[config.mk]
export PLATFORM = sky130hd
export DESIGN_NAME = bounce_dir_ctrl
export DESIGN_NICKNAME = d
export VERILOG_FILES = /design/src/rtl/bounce_dir_ctrl.sv
export SDC_FILE = /design/constraint.sdc
export NUM_CORES = 1
export LEC_CHECK = 0
export ABC_AREA = 1
export BUFFER_PORTS_ARGS = -buffer_cell sky130_fd_sc_hd__buf_2
export CAP_MARGIN = 20
export CORE_MARGIN = 3
export CORE_UTILIZATION = 34
export DETAILED_ROUTE_END_ITERATION = 6
export PLACE_DENSITY_LB_ADDON = 0.08
export RECOVER_POWER = 25
export SETUP_SLACK_MARGIN = 0.02
export SLEW_MARGIN = 20
export SYNTH_ARGS = -nofsm -noshare
export SYNTH_HDL_FRONTEND = slang
export SYNTH_SLANG_ARGS = --single-unit
[constraint.sdc]
create_clock -name clk -period 5.4 [get_ports clk]
set_input_delay 0.27 -clock clk [delete_from_list [all_inputs] [get_ports clk]]
set_output_delay 0.27 -clock clk [all_outputs]
set_load 0.01 [all_outputs]
[src/rtl/bounce_dir_ctrl.sv]
// Direction/sequencing controller for a W-bit up/down counter: sweeps the counter
// back and forth between latched limits, counts turnarounds and flags range faults.
module bounce_dir_ctrl #(
  parameter int unsigned W  = 3,
  parameter int unsigned CW = 8
) (
  input  logic          clk,
  input  logic          reset,
  input  logic          start,
  input  logic          stop,
  input  logic [W-1:0]  lo_lim,
  input  logic [W-1:0]  hi_lim,
  input  logic [W-1:0]  count_in,
  output logic          up,
  output logic          cnt_reset,
  output logic          busy,
  output logic [CW-1:0] turn_cnt,
  output logic          dir_fault,
  output logic          cfg_err
);

  localparam int unsigned WE = W + 1;

  typedef enum logic [1:0] {
    IDLE     = 2'd0,
    RUN_UP   = 2'd1,
    RUN_DOWN = 2'd2
  } state_t;

  state_t          state, state_nxt;
  logic [W-1:0]    lo_r, hi_r, lo_nxt, hi_nxt;
  logic            up_nxt, cnt_reset_nxt, busy_nxt, dir_fault_nxt, cfg_err_nxt;
  logic [CW-1:0]   turn_nxt, turn_inc;
  logic [WE-1:0]   cnt_ext, hi_m1, lo_p1;

  // Turn thresholds in W+1 bits; lo_r < hi_r guarantees no wrap while running.
  assign cnt_ext  = {1'b0, count_in};
  assign hi_m1    = {1'b0, hi_r} - WE'(1);
  assign lo_p1    = {1'b0, lo_r} + WE'(1);
  assign turn_inc = (&turn_cnt) ? turn_cnt : turn_cnt + CW'(1);

  always_ff @(posedge clk or negedge reset) begin
    if (!reset) begin
      state     <= IDLE;
      up        <= 1'b1;
      cnt_reset <= 1'b1;
      busy      <= 1'b0;
      turn_cnt  <= '0;
      dir_fault <= 1'b0;
      cfg_err   <= 1'b0;
      lo_r      <= '0;
      hi_r      <= '0;
    end else begin
      state     <= state_nxt;
      up        <= up_nxt;
      cnt_reset <= cnt_reset_nxt;
      busy      <= busy_nxt;
      turn_cnt  <= turn_nxt;
      dir_fault <= dir_fault_nxt;
      cfg_err   <= cfg_err_nxt;
      lo_r      <= lo_nxt;
      hi_r      <= hi_nxt;
    end
  end

  always_comb begin
    state_nxt     = state;
    up_nxt        = up;
    cnt_reset_nxt = cnt_reset;
    busy_nxt      = busy;
    turn_nxt      = turn_cnt;
    dir_fault_nxt = dir_fault;
    cfg_err_nxt   = 1'b0;
    lo_nxt        = lo_r;
    hi_nxt        = hi_r;

    case (state)
      IDLE: begin
        cnt_reset_nxt = 1'b1;
        up_nxt        = 1'b1;
        busy_nxt      = 1'b0;
        if (start && !stop) begin
          if (lo_lim < hi_lim) begin
            lo_nxt        = lo_lim;
            hi_nxt        = hi_lim;
            turn_nxt      = '0;
            dir_fault_nxt = 1'b0;
            cnt_reset_nxt = 1'b0;
            busy_nxt      = 1'b1;
            state_nxt     = RUN_UP;
          end else begin
            cfg_err_nxt = 1'b1;
          end
        end
      end

      RUN_UP: begin
        if (stop) begin
          state_nxt     = IDLE;
          cnt_reset_nxt = 1'b1;
          up_nxt        = 1'b1;
          busy_nxt      = 1'b0;
        end else if (cnt_ext >= hi_m1) begin
          up_nxt    = 1'b0;
          turn_nxt  = turn_inc;
          state_nxt = RUN_DOWN;
          if (count_in >= hi_r) dir_fault_nxt = 1'b1;
        end
      end

      RUN_DOWN: begin
        if (stop) begin
          state_nxt     = IDLE;
          cnt_reset_nxt = 1'b1;
          up_nxt        = 1'b1;
          busy_nxt      = 1'b0;
        end else if (cnt_ext <= lo_p1) begin
          up_nxt    = 1'b1;
          turn_nxt  = turn_inc;
          state_nxt = RUN_UP;
          if (count_in <= lo_r) dir_fault_nxt = 1'b1;
        end
      end

      default: begin
        state_nxt     = IDLE;
        cnt_reset_nxt = 1'b1;
        up_nxt        = 1'b1;
        busy_nxt      = 1'b0;
      end
    endcase
  end

endmodule

==> metrics <==
Avg Inst Size Synth=~7.3 µm²; Int Power=between 0.4 and 0.5 mW; # rows=24; Antenna Nets Post-Route=0; Post-Synth Simple-Gate Area=0.330; Least-Margin Pin Slew=about 1.2 ns; initial antenna violation count=0; Crit path required time=approximately 5.6 ns; most common library cells after synthesis=nand2_1, inv_1, ha_1; final hold slack=approximately 0.24 ns; CTS tree=yes; final hold vios=0; first-pass GRT wire length=approximately 6.4 mm; FFs w/ async S/R, synth=1.00; clock sinks=21; Design Power=0.948 mW; sequential fraction of the synthesis area=0.327; Die H=around 75 µm; 1st-pass router iterations=4; RSZ-0062 raised after global routing=false; Post-Syn Area=around 0.0016 mm²; Remaining Overflow, GRT=0; setup_tns=0 ns; worst setup margin=about 3.4 ns; Critical-path top delay cell=dfrtp_1; Net Switching=between 0.4 and 0.5 mW; adder-cell share of the synthesized area=0.163; Max Slew Vio Count=0; Seq pwr share=0.278; PD cells=510 mW/mm²; share of cells above drive strength 1=0.168; Worst Skew=roughly 0.0031 ns; Worst Path Max Fanout=8; peak supply drop=between 0.00015 and 0.0002 V; synthesized-area fraction occupied by xor and xnor cells=0.0380; area fraction in compound gates after synthesis=0.0675; number of max-cap violations=0; IO Pins=26; vias per inst=around 4.6; CORE AREA=0.00447 mm²; final core utilization=0.415; synth warn=0; Final Critical Period=2.03 ns; # setup viols final=0; DR vias=1389; CP startpoint=lo_r[0]$_DFFE_PN0P_; slew margin rel.=0.178; sw frac=0.494; post_cts resized=0; cells along the critical path=ha_1, inv_1, ha_1, inv_1, nor2_1, o21ai_0, nand2_1, nand2_2, nand2_1, nor2_1, nand2_2, nand2_1, nand2_1; number of global-route vias before repair=approximately 1300; Hold Path Class=in2reg; dpl cells=~300; Post-DP HPWL=2.89 mm; Worst setup SP type=flip-flop; GRT Total Usage=0.149; Clock Latency Late Sink=approximately 0.26 ns; Worst Setup End Kind=flip-flop; f_max=a little under 0.5 GHz; count leader, synth=nand2_1; DIE AREA=~0.0056 mm²; post-synthesis mux area share=0; clk buf depth=2; antenna fix cells=0; EDFF count, synth=0; Synth Flop Type=dfrtp_1; Routed WL=3.64 mm; Yosys top cell by area=dfrtp_1; Non-Filler Instances=~300; largest cells by area after synthesis=dfrtp_1, nand2_1, ha_1; RePlAce Congestion=0.769; Clock Power Share=0.112; crit path kind=reg2reg; largest net degree at the start of global routing=22; flops & latches, synth=21; Net Count, Synth=around 250; Iter 0 DRT Violations=between 50 and 60; PortBufs=25; Hold Crit Start=lo_lim[1]; CTS buffer count=3; H-tree levels=1; combinational family with the most area after synthesis=simple AND/OR/NAND/NOR gates; top-area cell type share of the netlist area=0.295; R2R Path Start=lo_r[0]$_DFFE_PN0P_; DP Area=0.00180 mm²; Final nets=between 200 and 300; design area=around 0.0019 mm²; DP Worst Slack=3.33 ns; CP most frequent cell=nand2_1; Remaining DRCs=0; buffer count from post-CTS setup fixing=0; Syn Inst Count=220; Initial Util=0.360; Distinct cells, synth=21; WL/cell=between 10 and 15 µm; area grow syn2layout=15.2%; outcome=completed; DIE WIDTH=about 75 µm; Worst-path clk slew=~0.080 ns; crit share post-route=0.376; CTS root buf=clkbuf_8; WP data arrival=approximately 2.2 ns; Comb power frac=0.610; P_leak=between 1 and 1.5 nW; Post-CTS Hold Buffers=1; slowest cell delay on critical path=0.44 ns
## path summary, 6_finish.rpt
| path | slack (ns) | depth (start not counted) | end |
|---|---|---|---|
| max | 3.37 | 13 | turn_cnt[0]$_DFFE_PN0P_ |
| min | 0.24 | 3 | lo_r[1]$_DFFE_PN0P_ |
| max reg2reg | 3.37 | 13 | turn_cnt[0]$_DFFE_PN0P_ |
| min reg2reg | 0.47 | 2 | dir_fault$_DFFE_PN0P_ |
| max in group asynchronous | 3.89 | 2 | turn_cnt[6]$_DFFE_PN0P_ |
| min in group asynchronous | 0.79 | 2 | turn_cnt[2]$_DFFE_PN0P_ |
## layout make-up
cell class / count / area (µm²)
flip-flops and latches: 21 / 528
clock buffers: 3 / 41.3
well taps: 52 / 65.1
fillers: 479 / 2620
repair buffers: 26 / 134
multi-input cells: 167 / 965
inverters: 32 / 120
clock inverters: 1 / 5.00
## power by group through the flow
stage          Combinational [mW]  Clock, mW  Sequential, mW
2_1_floorplan               0.435          0           0.265
3_3_place_gp                0.591          0           0.267
3_5_place_dp                0.588          0           0.267
4_1_cts                     0.591      0.114           0.265
5_1_grt                     0.687      0.120           0.274
6_report                    0.578      0.106           0.264
## cell families (layout without fill, tap and decap cells)
| kind of cell | Yosys count | count (layout) |
|---|---|---|
| buffers and inverters | 32 | 62 |
| AOI/OAI and AO/OA | 19 | 19 |
| and+or+nand+nor | 120 | 120 |
| adders and majority gates | 21 | 21 |
| xor gates and xnor gates | 7 | 7 |
| DFF | 21 | 21 |
## routing by layer
metal | vias to the layer above | global-route usage | part of all wire
met5 | - | 0 | 0
met4 | 0 | 0.0356 | 0.0074
met3 | 2 | 0.0280 | 0.027
met2 | 17 | 0.239 | 0.45
met1 | 615 | 0.208 | 0.51
li1 | 755 | - | -
## layout by cell type (no fill, tap or decap)
cell | netlist | routed
nand3b_1 | 2 | 2
nand3_1 | 14 | 14
a21oi_4 | 1 | 1
dfstp_2 | 2 | 2
a21oi_1 | 4 | 4
o21ai_0 | 13 | 13
inv_1 | 32 | 32
buf_2 | 0 | 24
nor2_2 | 3 | 3
a21boi_1 | 1 | 1
nand3_2 | 3 | 3
nand2_1 | 71 | 71
nand4_1 | 3 | 3
clkbuf_1 | 0 | 1
nor2_1 | 17 | 17
or2_2 | 1 | 1
dfrtp_1 | 19 | 19
and3_1 | 2 | 2
clkbuf_8 | 0 | 3
nand2_2 | 3 | 3
xor2_1 | 3 | 3
nor2_4 | 1 | 1
clkinv_2 | 0 | 1
dlygate4sd3_1 | 0 | 1
ha_1 | 21 | 21
xnor2_1 | 4 | 4
## state kept, by name, indices dropped and copies added, names as in the netlist
signal	cells
turn_cnt	8
dir_fault	1
busy	1
state	2
hi_r	3
cfg_err	1
up	1
lo_r	3
cnt_reset	1
## critical path: cells and delay by family (launching register included)
| family | cells | cell delay (ns) |
|---|---|---|
| simple gates | 8 | 0.68 |
| buf+inv | 2 | 0.10 |
| compound gates | 1 | 0.13 |
| flops | 1 | 0.44 |
| fa+ha+maj | 2 | 0.58 |
Power figures use the tool's default switching activity.
